[src/rtl/product_accumulator.sv]
// Accumulates a group of unsigned products (closed by in_last or the term limit) and presents the group total.
// Optional build macro: PRODUCT_ACC_SAT_EN clamps the running sum to all-ones on overflow instead of wrapping.
module product_accumulator #(
  parameter  int unsigned a_width       = 8,
  parameter  int unsigned b_width       = 8,
  parameter  int unsigned acc_width     = 24,
  parameter  int unsigned max_terms     = 16,
  localparam int unsigned product_width = a_width + b_width,
  localparam int unsigned cnt_width     = $clog2(max_terms + 1)
) (
  input  logic                     clk,
  input  logic                     rst,
  input  logic                     in_valid,
  output logic                     in_ready,
  input  logic [product_width-1:0] in_product,
  input  logic                     in_last,
  output logic                     out_valid,
  input  logic                     out_ready,
  output logic [acc_width-1:0]     out_sum,
  output logic [cnt_width-1:0]     out_count,
  output logic                     out_ovf
);

  localparam int unsigned sum_w = acc_width + 1;

  if (acc_width < product_width) begin : g_bad_acc_width
    $error("product_accumulator: acc_width must be >= a_width + b_width");
  end
  if (max_terms < 1) begin : g_bad_max_terms
    $error("product_accumulator: max_terms must be >= 1");
  end

  typedef enum logic {ACCUM, HOLD} state_t;

  state_t               state, state_next;
  logic [acc_width-1:0] sum, sum_next;
  logic [cnt_width-1:0] count, count_next;
  logic                 ovf, ovf_next;
  logic [sum_w-1:0]     sum_wide;

  // Next-state and datapath update; the carry bit of sum_wide flags overflow.
  always_comb begin
    state_next = state;
    sum_next   = sum;
    count_next = count;
    ovf_next   = ovf;
    sum_wide   = {1'b0, sum} + sum_w'(in_product);
    case (state)
      ACCUM: begin
        if (in_valid && in_ready) begin
          count_next = count + cnt_width'(1);
          sum_next   = sum_wide[acc_width-1:0];
          if (sum_wide[acc_width]) begin
            ovf_next = 1'b1;
`ifdef PRODUCT_ACC_SAT_EN
            sum_next = '1;
`endif
          end
          if (in_last || (count_next == cnt_width'(max_terms))) begin
            state_next = HOLD;
          end
        end
      end
      HOLD: begin
        if (out_ready) begin
          sum_next   = '0;
          count_next = '0;
          ovf_next   = 1'b0;
          state_next = ACCUM;
        end
      end
      default: state_next = ACCUM;
    endcase
  end

  // Handshake flags are registered copies of the next state so they never depend on in_valid.
  always_ff @(posedge clk) begin
    if (rst) begin
      state     <= ACCUM;
      sum       <= '0;
      count     <= '0;
      ovf       <= 1'b0;
      in_ready  <= 1'b0;
      out_valid <= 1'b0;
    end else begin
      state     <= state_next;
      sum       <= sum_next;
      count     <= count_next;
      ovf       <= ovf_next;
      in_ready  <= (state_next == ACCUM);
      out_valid <= (state_next == HOLD);
    end
  end

  assign out_sum   = sum;
  assign out_count = count;
  assign out_ovf   = ovf;

endmodule

[config.mk]
export PLATFORM = sky130hd
export DESIGN_NAME = product_accumulator
export DESIGN_NICKNAME = d
export VERILOG_FILES = /design/src/rtl/product_accumulator.sv
export SDC_FILE = /design/constraint.sdc
export NUM_CORES = 1
export LEC_CHECK = 0
export CAP_MARGIN = 15
export CORE_UTILIZATION = 40
export DETAILED_ROUTE_END_ITERATION = 10
export PLACE_DENSITY = 0.7
export SLEW_MARGIN = 30
export SYNTH_ARGS = -nofsm -noshare
export SYNTH_HDL_FRONTEND = slang
export SYNTH_SLANG_ARGS = --single-unit
[constraint.sdc]
create_clock -name clk -period 2.4 [get_ports clk]
set_clock_uncertainty 0.15 [all_clocks]
set_input_delay 0.36 -clock clk [delete_from_list [all_inputs] [get_ports clk]]
set_output_delay 0.36 -clock clk [all_outputs]
set_load 0.005 [all_outputs]
==> flow_summary.ini, run 1 <==
[yosys]
async_flop_share_pct = 0
synth_fa_ha_area_share_pct = 11.6
syn-num-nets = 275
synth_flop_cell = dfxtp_1
synth-xor-area-share_pct = 6.55
yosysUniqueCellTypes = 47
yosysSeqAreaShare_pct = 31.9
synth-compound-area-share_pct = 26.2
synthCells = 236
ys_ff_latch = 32
synth-simple-area-share_pct = 20.4
avgSynthCellArea_um2 = 8.50
synth_top_family_by_area = compound AO/OA/AOI/OAI gates
synthMuxAreaShare_pct = 1.50
synth_edf_count = 0
synth_warnings = 0
synth_area_um2 = 2010

[grt]
antenna_found_initial = 0
track_usage_pct = 21.6
grt_max_degree = 13
grt-ovfl-total = 0
grt_pass1_wl_mm = 8.87
grt_pass1_vias = 1952

[sta]
period_minus_slack_ns = 2.35
rsz0062_at_grt = true
final-setup-viol-count = 0
fmax_ghz = 0.426
slew_headroom_pct = 47.5
hold_slack_ns = 0.302
final-hold-violation-count = 0
maxSlewViolCount = 0
post-route-period-util_pct = 97.7
worstMarginPinSlew_ns = 0.787

[route]
drc = 0
first_pass_iters = 4
avgViaCountPerCell = 5.30
wl_mm = 5.59
num_vias = 2099
routedWlPerCell_um = 14.1
ant_nets = 0
drt_iter0_drc = 129

[min_path]
hold_start = out_ovf$_SDFFE_PP0P_
min_path_type = flip-flop to flip-flop

[clock_network]
clock_sinks = 32
clockBufferDepth = 2
cts_max_level = 2
cts_hold_buf = 0
cts_buffers = 5
cts_tree = built
ctsRootBufferMaster = clkbuf_8
clk_pin_slew_ns = 0.07
clock_latency_ns = 0.29

[power_and_ir_drop]
ir_drop_mv = 0.430
p_per_area_nw_per_um2 = 517
power.total_mw = 1.59
p_leak_nw = 1.29

[die]
die_h_um = 72.8
die_w_um = 72.8
rows = 25
num_io_pins = 53
start_util_pct = 41.9
dieArea_um2 = 5300
core_area_um2 = 4790

[outcome]
status = completed

[layout]
final_nets = 367
n_antenna_cell = 0
drive_gt1_share_pct = 18.8
synthToLayoutAreaGrowth_pct = 53.6

[placement]
hpwl_mm = 3.93
place_congestion = 0.916
io_buffer_count = 52

[critical_path]
worstReg2RegStart = out_sum[4]$_SDFFE_PP0P_
worstPathArrival_ns = 2.38
end_kind = flip-flop
worstSetupStartpointType = input pin
path_class = input pin to flip-flop
critPathLaunch = in_product[3]
worstPathRequired_ns = 2.43
path_max_fanout = 5

[job]
drv_cap = 0
-- state kept, by name, indices dropped and copies added, names as in the netlist --
register,count
out_ovf,1
state,1
in_ready,1
out_count,5
out_sum,24
-- critical path, stage by stage --
cell and delay, ns:
clkdlybuf4s50_1 0.45, ha_4 0.18, a21o_1 0.21, a31o_4 0.24
o211ai_4 0.24, o211ai_1 0.25, buf_4 0.22, a41o_1 0.22
-- per-stage QoR --
stage / std cells / util (%) / setup TNS (ns) / cell area [um^2] / setup WS (ns)
after global routing: 396 / 64.4 / -0.0323 / 3080 / -0.0188
after detailed placement: 382 / 59.1 / -6.16 / 2830 / -0.571
after global placement: 382 / 59.1 / -5.56 / 2830 / -0.493
final: 396 / 64.4 / 0 / 3080 / 0.0550
after CTS: 393 / 62.4 / 0 / 2980 / 0.000330
after floorplan: 236 / - / 0 / 2010 / 0.0548
-- cell usage after synthesis, drive strengths merged, types with 2 or more instances --
master,number,area [um^2]
ha,17,213
dfxtp,32,641
xor2,10,87.6
o2111ai,2,17.5
and3,7,48.8
nand2b,4,25.0
a22oi,8,60.1
nand3b,2,15.0
a21oi,20,100
o21ai,10,50.0
clkbuf,4,16.3
a21o,5,37.5
nand2,23,86.3
a311oi,2,17.5
nor2b,2,12.5
nor2,27,101
nand3,8,40.0
xnor2,5,43.8
and4,2,17.5
nand4,4,25.0
a31oi,4,25.0
a22o,6,52.6
mux2i,3,30.0
o41ai,2,17.5
inv,4,15.0
o211ai,6,50.1
-- where the power goes --
part           leakage (nW)  internal (mW)  switching (mW)
clock                0.0552          0.308           0.225
combinational         0.976          0.257           0.225
sequential            0.261          0.555          0.0240
-- cells in the final DEF (no fill, tap or decap), types with 2 or more instances in the layout --
cell type and n:
clkdlybuf4s50_1 49, buf_4 38, dfxtp_1 31, nor2_1 26
nand2_1 23, a21oi_1 19, ha_1 14, xor2_1 10
o21ai_0 9, a22oi_1 8, nand3_1 7, and3_1 6
a22o_1 6, a21o_1 5, o211ai_1 5, xnor2_1 5
clkbuf_8 5, inv_1 4, nand4_1 4, nand2b_1 4
a31oi_1 4, mux2i_1 3, ha_4 3, nand3b_1 2
a311oi_1 2, o41ai_1 2, nor2b_1 2, dlymetal6s2s_1 2
-- area by class of cell --
cell class | instances | area (um^2)
fillers | 406 | 1700
clock buffers | 6 | 72.6
flip-flops and latches | 32 | 642
multi-input cells | 195 | 1430
repair buffers | 90 | 810
well taps | 67 | 83.8
clock inverters | 2 | 35.0
inverters | 4 | 15.0
-- per-layer routing --
metal / share of wire, % / up-vias / GRT usage [%]
li1: - / 1068 / -
met3: 5.0 / 15 / 4.70
met2: 45 / 59 / 34.9
met4: 2.2 / 0 / 8.93
met5: 0 / - / 0
met1: 48 / 957 / 28.0
-- final timing paths --
kind	endpoint	slack, ns	cells after the start
setup / recovery	out_sum[23]$_SDFFE_PP0P_	0.05	8
hold / removal	out_ovf$_SDFFE_PP0P_	0.30	2
setup reg to reg	out_sum[23]$_SDFFE_PP0P_	0.07	7
hold reg to reg	out_ovf$_SDFFE_PP0P_	0.30	2
-- logic make-up (layout without fill, tap and decap cells) --
logic type      count (synthesis)  count (layout)
compound gates                 74              74
fa+ha+maj                      18              18
xor+xnor                       15              15
mux                             3               3
flops                          32              32
simple gates                   85              85
buf+inv                         9             102
-- timing repair --
action / 4_1_cts / 5_1_grt
resized for setup: 6 / 15
hold endpoints to repair: 0 / 0
endpoints found under the setup margin: 10 / 14
buffers inserted: 3 / 3
pin swaps: 12 / 13
Note: power is estimated with default switching activity, not from simulation.
==> run 2: changes to the inputs <==
- ABC_CLOCK_PERIOD_IN_PS: default -> 2400
==> results of run 2 <==
Same layout as run 1: the final DEF is identical, and so are final timing and power.
==> run 3: changes to the inputs <==
- CAP_MARGIN: 15 -> default
- CTS_BUF_LIST: default -> sky130_fd_sc_hd__clkbuf_16
- HOLD_SLACK_MARGIN: default -> 0.12
==> run 3 against run 2 <==
Compared with the run above: combinational power grew 2%; total power grew 13%; register-to-register slack is essentially flat; non-clock buffer count is the same; via count grew 1.4%; largest cell class unchanged; worst setup slack gained 0.0053 ns; clock power grew 37%; global-route usage grew 1.1 points; first-iteration DRC count grew 9.3%; fmax grew 0.23%.
==> flow_summary.ini, run 3 (synthesized netlist as in run 1, its figures left out) <==
[route]
drc = 0
routedWlPerCell_um = 14.5
ant_nets = 0
first_pass_iters = 4
drt_iter0_drc = 141
num_vias = 2128
wl_mm = 5.76
avgViaCountPerCell = 5.37

[grt]
grt-ovfl-total = 0
grt_pass1_wl_mm = 9.33
grt_pass1_vias = 2020
track_usage_pct = 22.8
grt_max_degree = 13
antenna_found_initial = 0

[die]
start_util_pct = 41.9
rows = 25
die_w_um = 72.8
dieArea_um2 = 5300
core_area_um2 = 4790
num_io_pins = 53
die_h_um = 72.8

[layout]
synthToLayoutAreaGrowth_pct = 58.1
fin_util_pct = 66.3
final.fill_count = 394
multi_input_area_um2 = 1450
drive_gt1_share_pct = 20.1
final_nets = 367
finalInstanceArea_um2 = 3170
largest_reg_flops = 24
final_cell_mix = clkdlybuf4s50_1 (47), buf_4 (37), dfxtp_1 (31)
n_antenna_cell = 0
final_common_cell = clkdlybuf4s50_1
ff_latch_area_um2 = 642
stdcell_count = 396

[sta]
slew_headroom_pct = 46.8
fin_setup_tns_ns = 0
worstMarginPinSlew_ns = 0.798
fmax_ghz = 0.427
period_minus_slack_ns = 2.34
final-setup-viol-count = 0
hold_slack_ns = 0.298
rsz0062_at_grt = true
maxSlewViolCount = 0
final-hold-violation-count = 0
post-route-period-util_pct = 97.5

[power_and_ir_drop]
ir_drop_mv = 0.381
p_per_area_nw_per_um2 = 568
p_leak_nw = 1.33

[placement]
dpl_cell_area_um2 = 2830
place_inst = 382
io_buffer_count = 52
hpwl_mm = 3.93
place_congestion = 0.916

[min_path]
hold_start = out_ovf$_SDFFE_PP0P_
whs_path_depth = 2
hold_path_end = out_ovf$_SDFFE_PP0P_
min_path_type = flip-flop to flip-flop

[critical_path]
worstPathRequired_ns = 2.42
rr_worst_depth = 8
path_class = flip-flop to flip-flop
rrSetupSlack_ns = 0.06
crit_chain = ha_4 -> fa_2 -> a21o_1 -> a221oi_4 -> o221ai_4 -> o211ai_1 -> xor2_1 -> nor2_1
r2r-end = out_sum[20]$_SDFFE_PP0P_
critPathSlowestCell = fa_2
worstSetupStartpointType = flip-flop
end_kind = flip-flop
path_max_fanout = 6
critPathLaunch = out_sum[0]$_SDFFE_PP0P_
worstPathArrival_ns = 2.36
slowest_delay_ns = 0.34
worstReg2RegStart = out_sum[0]$_SDFFE_PP0P_

[clock_network]
clock_sinks = 32
cts_buffers = 5
clk_pin_slew_ns = 0.05
cts_hold_buf = 0
ctsRootBufferMaster = clkbuf_16
clockBufferDepth = 2
cts_max_level = 2
clock_latency_ns = 0.28
cts_tree = built

[job]
drv_cap = 0

[outcome]
status = completed
## run 3: metrics by stage
step / power (mW) / setup WS, ns
after floorplan: 0.820 / 0.0548
after global routing: 1.87 / -0.0578
final: 1.80 / 0.0602
after CTS: 1.78 / -0.0163
after detailed placement: 1.03 / -0.571
after global placement: 1.02 / -0.493
## run 3: repair_timing
item | CTS | global route
cloned | 0 | 0
pin swaps | 16 | 15
setup buffers | 3 | 3
setup endpoints to repair | 12 | 12
resized for setup | 13 | 14
## run 3: metal layers
metal | wire (um) | track usage [%] | vias up
li1 | - | - | 1069
met5 | 0 | 0 | -
met4 | 94 | 10.5 | 0
met3 | 278 | 4.28 | 11
met1 | 2650 | 29.7 | 984
met2 | 2730 | 36.4 | 64
## run 3: cell type report
type                            instances  area share (%)
Multi-Input combinational cell        195            45.8
Timing Repair Buffer                   90            25.7
Clock inverter                          3            1.22
Inverter                                4           0.473
Clock buffer                            5            3.94
Tap cell                               67            2.64
Sequential cell                        32            20.2
## run 3: how the worst max path moves through the flow
stage | endpoint | slack, ns
final | out_sum[20]$_SDFFE_PP0P_ | 0.06
after global routing | out_sum[20]$_SDFFE_PP0P_ | -0.06
after CTS | out_sum[16]$_SDFFE_PP0P_ | -0.02
after detailed placement | out_sum[22]$_SDFFE_PP0P_ | -0.57
after global placement | out_sum[22]$_SDFFE_PP0P_ | -0.49
after floorplan | out_sum[22]$_SDFFE_PP0P_ | 0.05
## run 3: worst max-delay path, delay by kind of cell (launching register included)
| kind | cells | cell delay, ns |
|---|---|---|
| compound gates | 4 | 0.99 |
| xor+xnor | 1 | 0.19 |
| fa+ha+maj | 2 | 0.50 |
| flops | 1 | 0.33 |
| simple gates | 1 | 0.06 |
## run 3: report_power, final
part           leakage [nW]  total [mW]  switching [mW]  internal (mW)
Sequential            0.261       0.582          0.0252          0.556
Clock                0.0850       0.729           0.245          0.484
Combinational         0.985       0.492           0.231          0.262
Total                  1.33        1.80           0.501           1.30
==> variant 1, RTL diff (settings of run 2) <==
`max_terms`: 16 -> 8.
--- a/src/rtl/product_accumulator.sv
+++ b/src/rtl/product_accumulator.sv
@@ -4,7 +4,7 @@
   parameter  int unsigned a_width       = 8,
   parameter  int unsigned b_width       = 8,
   parameter  int unsigned acc_width     = 24,
-  parameter  int unsigned max_terms     = 16,
+  parameter  int unsigned max_terms     = 8,
   localparam int unsigned product_width = a_width + b_width,
   localparam int unsigned cnt_width     = $clog2(max_terms + 1)
 ) (
Interface: changed (resized out_count); port bits go from 53 to 52. The function was not compared with the original's and may differ.
==> variant 1 against run 2 <==
Non-clock buffer count increased by 3. Critical path depth increased by 1. Via count increased by 0.91%. Setup slack improved by 0.0018 ns. Global-route usage increased by 0.73 points. Routed wire length decreased by 0.75%. Register-to-register slack improved by 0.02 ns. Synthesized cell count decreased by 1.7%. Total power decreased by 1.9%. Final cell count decreased by 0.25%. Synthesized area decreased by 1.6%. Sequential cell count decreased by 1. Design area increased by 1.1%. Critical endpoint is now out_sum[13].
==> variant 1: results (changes against run 2) <==
status: "completed"  # unchanged
detailed_placer_s_ending_hpwl_mm: 4.00  # was 3.93 mm
number_of_cells_traversed_by_the_worst_register_to_register_path: 9  # was 7
ctsHtreeMaxLevel: 2  # unchanged
holdWs_ns: 0.339  # was 0.302 ns
largest_register_ffs: 24  # unchanged
synth_common_cells: "dfxtp_1, a21oi_1, nand2_1, nor2_1, ha_1"  # was dfxtp_1, nor2_1, nand2_1, a21oi_1, ha_1
global_route_wire_length_before_repair_mm: 9.16  # was 8.87 mm
path_max_fanout: 6  # was 5
globalplace.congestion: 0.830  # was 0.916
slew_worst_pin_ns: 0.570  # was 0.787 ns
synth_fp_nets: 271  # was 275
clock_path_buffers: 2  # unchanged
cts_made_buffers: 5  # unchanged
critical_path_arrival_ns: 2.43  # was 2.38 ns
min_from: "out_ovf"  # unchanged
number_of_nets_in_the_final_layout: 366  # was 367
root_buffer: "clkbuf_8"  # unchanged
synth_area_per_cell_um2: 8.51  # was 8.50 µm²
power.ir.vdd_worst_mv: 0.288  # was 0.430 mV
grt_pass1_vias: 2035  # was 1,952
overflow: 0  # unchanged
port_buffers: 51  # was 52
synth.lib_cells_used.distinct: 45  # was 47
synth-async-reset-ratio_pct: 0  # unchanged
hold_violations: 0  # unchanged
fraction_of_the_yosys_area_taken_by_sequential_cells_pct: 31.4  # was 31.9%
yosys-top-cells-area: "dfxtp_1, ha_1, a21oi_1"  # was dfxtp_1, ha_1, nor2_1
cts.reportedPaths.clkPinSlew_ns: 0.07  # about the same
power.switching_w: 0.000446  # was 0.000474 W
hold-path-endpoint: "out_ovf"  # unchanged
worstReg2RegStart: "out_sum[0]"  # was out_sum[4]
clk_latency_ns: 0.29  # about the same
dr_total_vias: 2118  # was 2,099
detail_route.first_pass.iterations: 4  # unchanged
fillCellCount: 410  # was 406
initial_antenna_violation_count: 0  # unchanged
final_layout_size_suffix_gt1_share_pct: 22.0  # was 18.8%
syn_area_mm2: 0.00197  # was 0.00201 mm²
yosysWarnings: 0  # unchanged
totalWireLength_mm: 5.54  # was 5.59 mm
power.static_leakage_nw: 1.30  # was 1.29 nW
placed_cells: 380  # was 382
finalNonFillerCells: 395  # was 396
grt_max_degree: 18  # was 13
antennaDiodeCount: 0  # unchanged
worst_hold_path_type: "flop to flop"  # unchanged
gr-usage-all-layers_pct: 22.4  # was 21.6%
drtIter0Drc: 95  # was 129
reg2reg_slack_ns: 0.09  # was 0.07 ns
hold_path_stages: 1  # was 2
reg2reg_to: "out_ovf"  # was out_sum[23]
## variant 1: cell types whose count changed in the layout (fill, tap and decap cells not counted), moves of 4 or more
cell     before  now
nor2_1       26   19
xor2_1       10    4
o21a_1        0    5
o21ai_0       9    4
a21oi_2       1    5
a31oi_1       4    0
buf_4        38   42
## variant 1: worst max path at each step
| stage | endpoint | depth (start not counted) | startpoint |
|---|---|---|---|
| after global routing | out_sum[13] | 9 | in_product[7] |
| after CTS | out_sum[13] | 9 | in_product[8] |
| after detailed placement | out_sum[22] | 9 | in_product[0] |
| after floorplan | out_sum[12] | 7 | in_product[0] |
| final | out_sum[13] | 9 | in_product[2] |
| after global placement | out_sum[22] | 9 | in_product[0] |
## variant 1: cell families after synthesis
family | synth area share [%]
AO/OA/AOI/OAI | 28.8
XOR/XNOR | 4.88
adder cells (fa/ha/maj) | 11.8
multiplexers | 2.03
buffers and inverters | 1.77
AND/OR/NAND/NOR | 19.3
flip-flops | 31.4
## variant 1: through the flow
| stage | utilization [%] | setup TNS, ns | area (µm²) | setup slack (ns) |
|---|---|---|---|---|
| detailed placement | 60.1 | -6.41 | 2840 | -0.535 |
| CTS | 64.2 | 0 | 3030 | 0.00749 |
| global route | 66.0 | -0.0255 | 3120 | -0.0216 |
| floorplan | - | 0 | 2000 | 0.00412 |
| finish | 66.0 | 0 | 3120 | 0.0568 |
| global placement | 60.1 | -5.59 | 2840 | -0.491 |
## variant 1: routing by layer
metal,part of all wire [%],vias up,GRT usage [%]
met5,0,-,0
met4,1.0,0,5.88
met3,3.1,5,4.31
met2,50,35,39.5
met1,46,1025,27.8
li1,-,1053,-
## variant 1: area by class of cell
class	instances	share of cell area [%]
repair buffers	93	26.6
clock buffers	6	2.65
multi-input cells	193	46.7
clock inverters	2	1.12
flip-flops and latches	31	19.9
well taps	67	2.69
inverters	3	0.361
## variant 1: what timing repair did
action	4_1_cts	5_1_grt
setup endpoints to repair	11	13
pin swaps	10	3
gates resized for setup	7	13
setup buffers	6	0
cloned	1	0
## variant 1: critical path, stage by stage
cell	delay, ns
clkdlybuf4s50_1	0.41
ha_1	0.33
o211a_1	0.16
a21oi_2	0.08
a211oi_4	0.34
o211ai_2	0.12
buf_4	0.17
a2111o_1	0.36
nand3_1	0.08
## variant 1: power by group through the flow
stage          logic [W]  registers (W)  clock network, W
6_report        0.000453       0.000561          0.000550
5_1_grt         0.000497       0.000564          0.000581
2_1_floorplan   0.000218       0.000569                 0
3_5_place_dp    0.000413       0.000570                 0
4_1_cts         0.000432       0.000559          0.000558
3_3_place_gp    0.000404       0.000570                 0
==> variant 2, RTL diff (config.mk and constraints of run 2) <==
Without the edit above. Put one more register stage on the output `out_count`, cleared by the reset. The value now appears one clock later. The other outputs are not delayed to match.
--- a/src/rtl/product_accumulator.sv
+++ b/src/rtl/product_accumulator.sv
@@ -93,7 +93,13 @@
   end
 
   assign out_sum   = sum;
-  assign out_count = count;
+  always_ff @(posedge clk) begin
+    if (rst) begin
+      out_count <= '0;
+    end else begin
+      out_count <= count;
+    end
+  end
   assign out_ovf   = ovf;
 
 endmodule
Function: changed (Yosys sat finds a counterexample within 4 cycles, from zero or initial values and one cycle with rst high).
==> variant 2 against run 2 <==
Highest routed layer unchanged. Clock power is 15% lower. Routed wire length is 0.93% higher. Core utilization is 0.21 points higher. Total power is 0.63% lower. Setup slack worse by 0.0066 ns. Design area is 7.8% higher. Largest power group unchanged. Sequential power is 15% higher. Synthesized area is 6.7% higher. Sequential cell count is 5 higher. Die area is 6.6% higher. Non-clock buffer count is 2 higher.
==> variant 2: results (changes against run 2) <==
status: "completed"  # unchanged
grt_pass1_vias: 2036  # was 1,952
power.ir.vdd_worst_mv: 0.291  # was 0.430 mV
placed_cells: 400  # was 382
groute.layer.met2.usage_pct: 37.6  # was 34.9%
fraction_of_the_yosys_area_taken_by_sequential_cells_pct: 34.6  # was 31.9%
global_route_wire_length_before_repair_mm: 9.14  # was 8.87 mm
grt_use_met3_pct: 5.62  # was 4.70%
number_of_nets_in_the_final_layout: 385  # was 367
power.static_leakage_nw: 1.36  # was 1.29 nW
synth.lib_cells_used.distinct: 45  # was 47
fillCellCount: 474  # was 406
synth_common_cells: "dfxtp_1, nand2_1, nor2_1, a21oi_1, ha_1"  # was dfxtp_1, nor2_1, nand2_1, a21oi_1, ha_1
grt_max_degree: 16  # was 13
dr_total_vias: 2148  # was 2,099
post_synthesis_instance_total: 253  # was 236
totalWireLength_mm: 5.64  # was 5.59 mm
power.switching_w: 0.000458  # was 0.000474 W
yosysWarnings: 0  # unchanged
synth_fp_nets: 292  # was 275
yosys-top-cells-area: "dfxtp_1, ha_1, a21oi_1"  # was dfxtp_1, ha_1, nor2_1
detailed_placer_s_ending_hpwl_mm: 3.91  # was 3.93 mm
finalNonFillerCells: 416  # was 396
path_max_fanout: 2  # was 5
slew_worst_pin_ns: 0.755  # was 0.787 ns
grt_use_met1_pct: 25.6  # was 28.0%
gr-usage-all-layers_pct: 21.6  # about the same
final_layout_size_suffix_gt1_share_pct: 24.0  # was 18.8%
## variant 2: changes by cell type in the layout (fill, tap and decap cells not counted), sizes merged, moves of 5 or more
cell,before,now
xor2,10,3
nor2b,2,9
nand2,23,30
a22oi,8,0
dlygate4sd2,1,6
dfxtp,32,37
a21oi,20,25
nand4b,0,5
## variant 2: worst paths after layout
check                      from           to  slack, ns  cells after the start
hold / removal       out_sum[5]   out_sum[5]       0.34                      2
setup / recovery  in_product[5]  out_sum[15]       0.05                      9
setup reg to reg     out_sum[1]  out_sum[15]       0.05                      8
hold reg to reg      out_sum[5]   out_sum[5]       0.34                      2
## variant 2: critical path: stages
cell and delay [ns]:
clkdlybuf4s50_1 0.41, ha_1 0.30, buf_4 0.14, inv_1 0.10
a211oi_2 0.06, or3b_4 0.41, o31a_1 0.27, xor2_1 0.14
a22o_1 0.19
## variant 2: final cells by class
cell class	instances	area (µm²)	area share [%]
clock inverter	1	7.51	0.226
sequential	37	746	22.4
clock buffer	6	82.6	2.49
tap	70	87.6	2.64
multi-input combinational	204	1560	46.8
inverter	6	22.5	0.678
timing repair buffer	92	821	24.7
## variant 2: repair_timing
item                                    CTS  global route
resized for setup                        32            14
hold endpoints to repair                  0             0
buffers inserted                          6             3
pin swaps                                14            11
endpoints found under the setup margin   15             7
## variant 2: power by group through the flow
| stage | registers (W) | logic (W) | clock network (W) |
|---|---|---|---|
| 2_1_floorplan | 0.000672 | 0.000214 | 0 |
| 3_3_place_gp | 0.000673 | 0.000390 | 0 |
| 3_5_place_dp | 0.000673 | 0.000396 | 0 |
| 4_1_cts | 0.000662 | 0.000442 | 0.000466 |
| 5_1_grt | 0.000666 | 0.000512 | 0.000495 |
| 6_report | 0.000663 | 0.000471 | 0.000451 |
## variant 2: stage by stage
stage,cell area (µm²),util (%),TNS (ns),setup slack [ns]
final,3320,64.6,0,0.0483
after CTS,3240,63.0,0,0.0108
after global placement,2960,57.6,-6.97,-0.512
after detailed placement,2960,57.6,-7.62,-0.540
after floorplan,2140,-,0,0.0680
after global routing,3320,64.6,-0.0198,-0.0198
## variant 2: kinds of logic after synthesis
kind of cell,synth area share [%]
flops,34.6
simple gates,23.4
buf+inv,2.16
mux,0.935
xor+xnor,4.91
fa+ha+maj,10.9
compound gates,23.1
## variant 2: layer usage
| layer | part of all wire, % | wire [µm] |
|---|---|---|
| met1 | 46 | 2600 |
| met5 | 0 | 0 |
| met2 | 49 | 2780 |
| met4 | 0.78 | 44 |
| met3 | 3.8 | 213 |
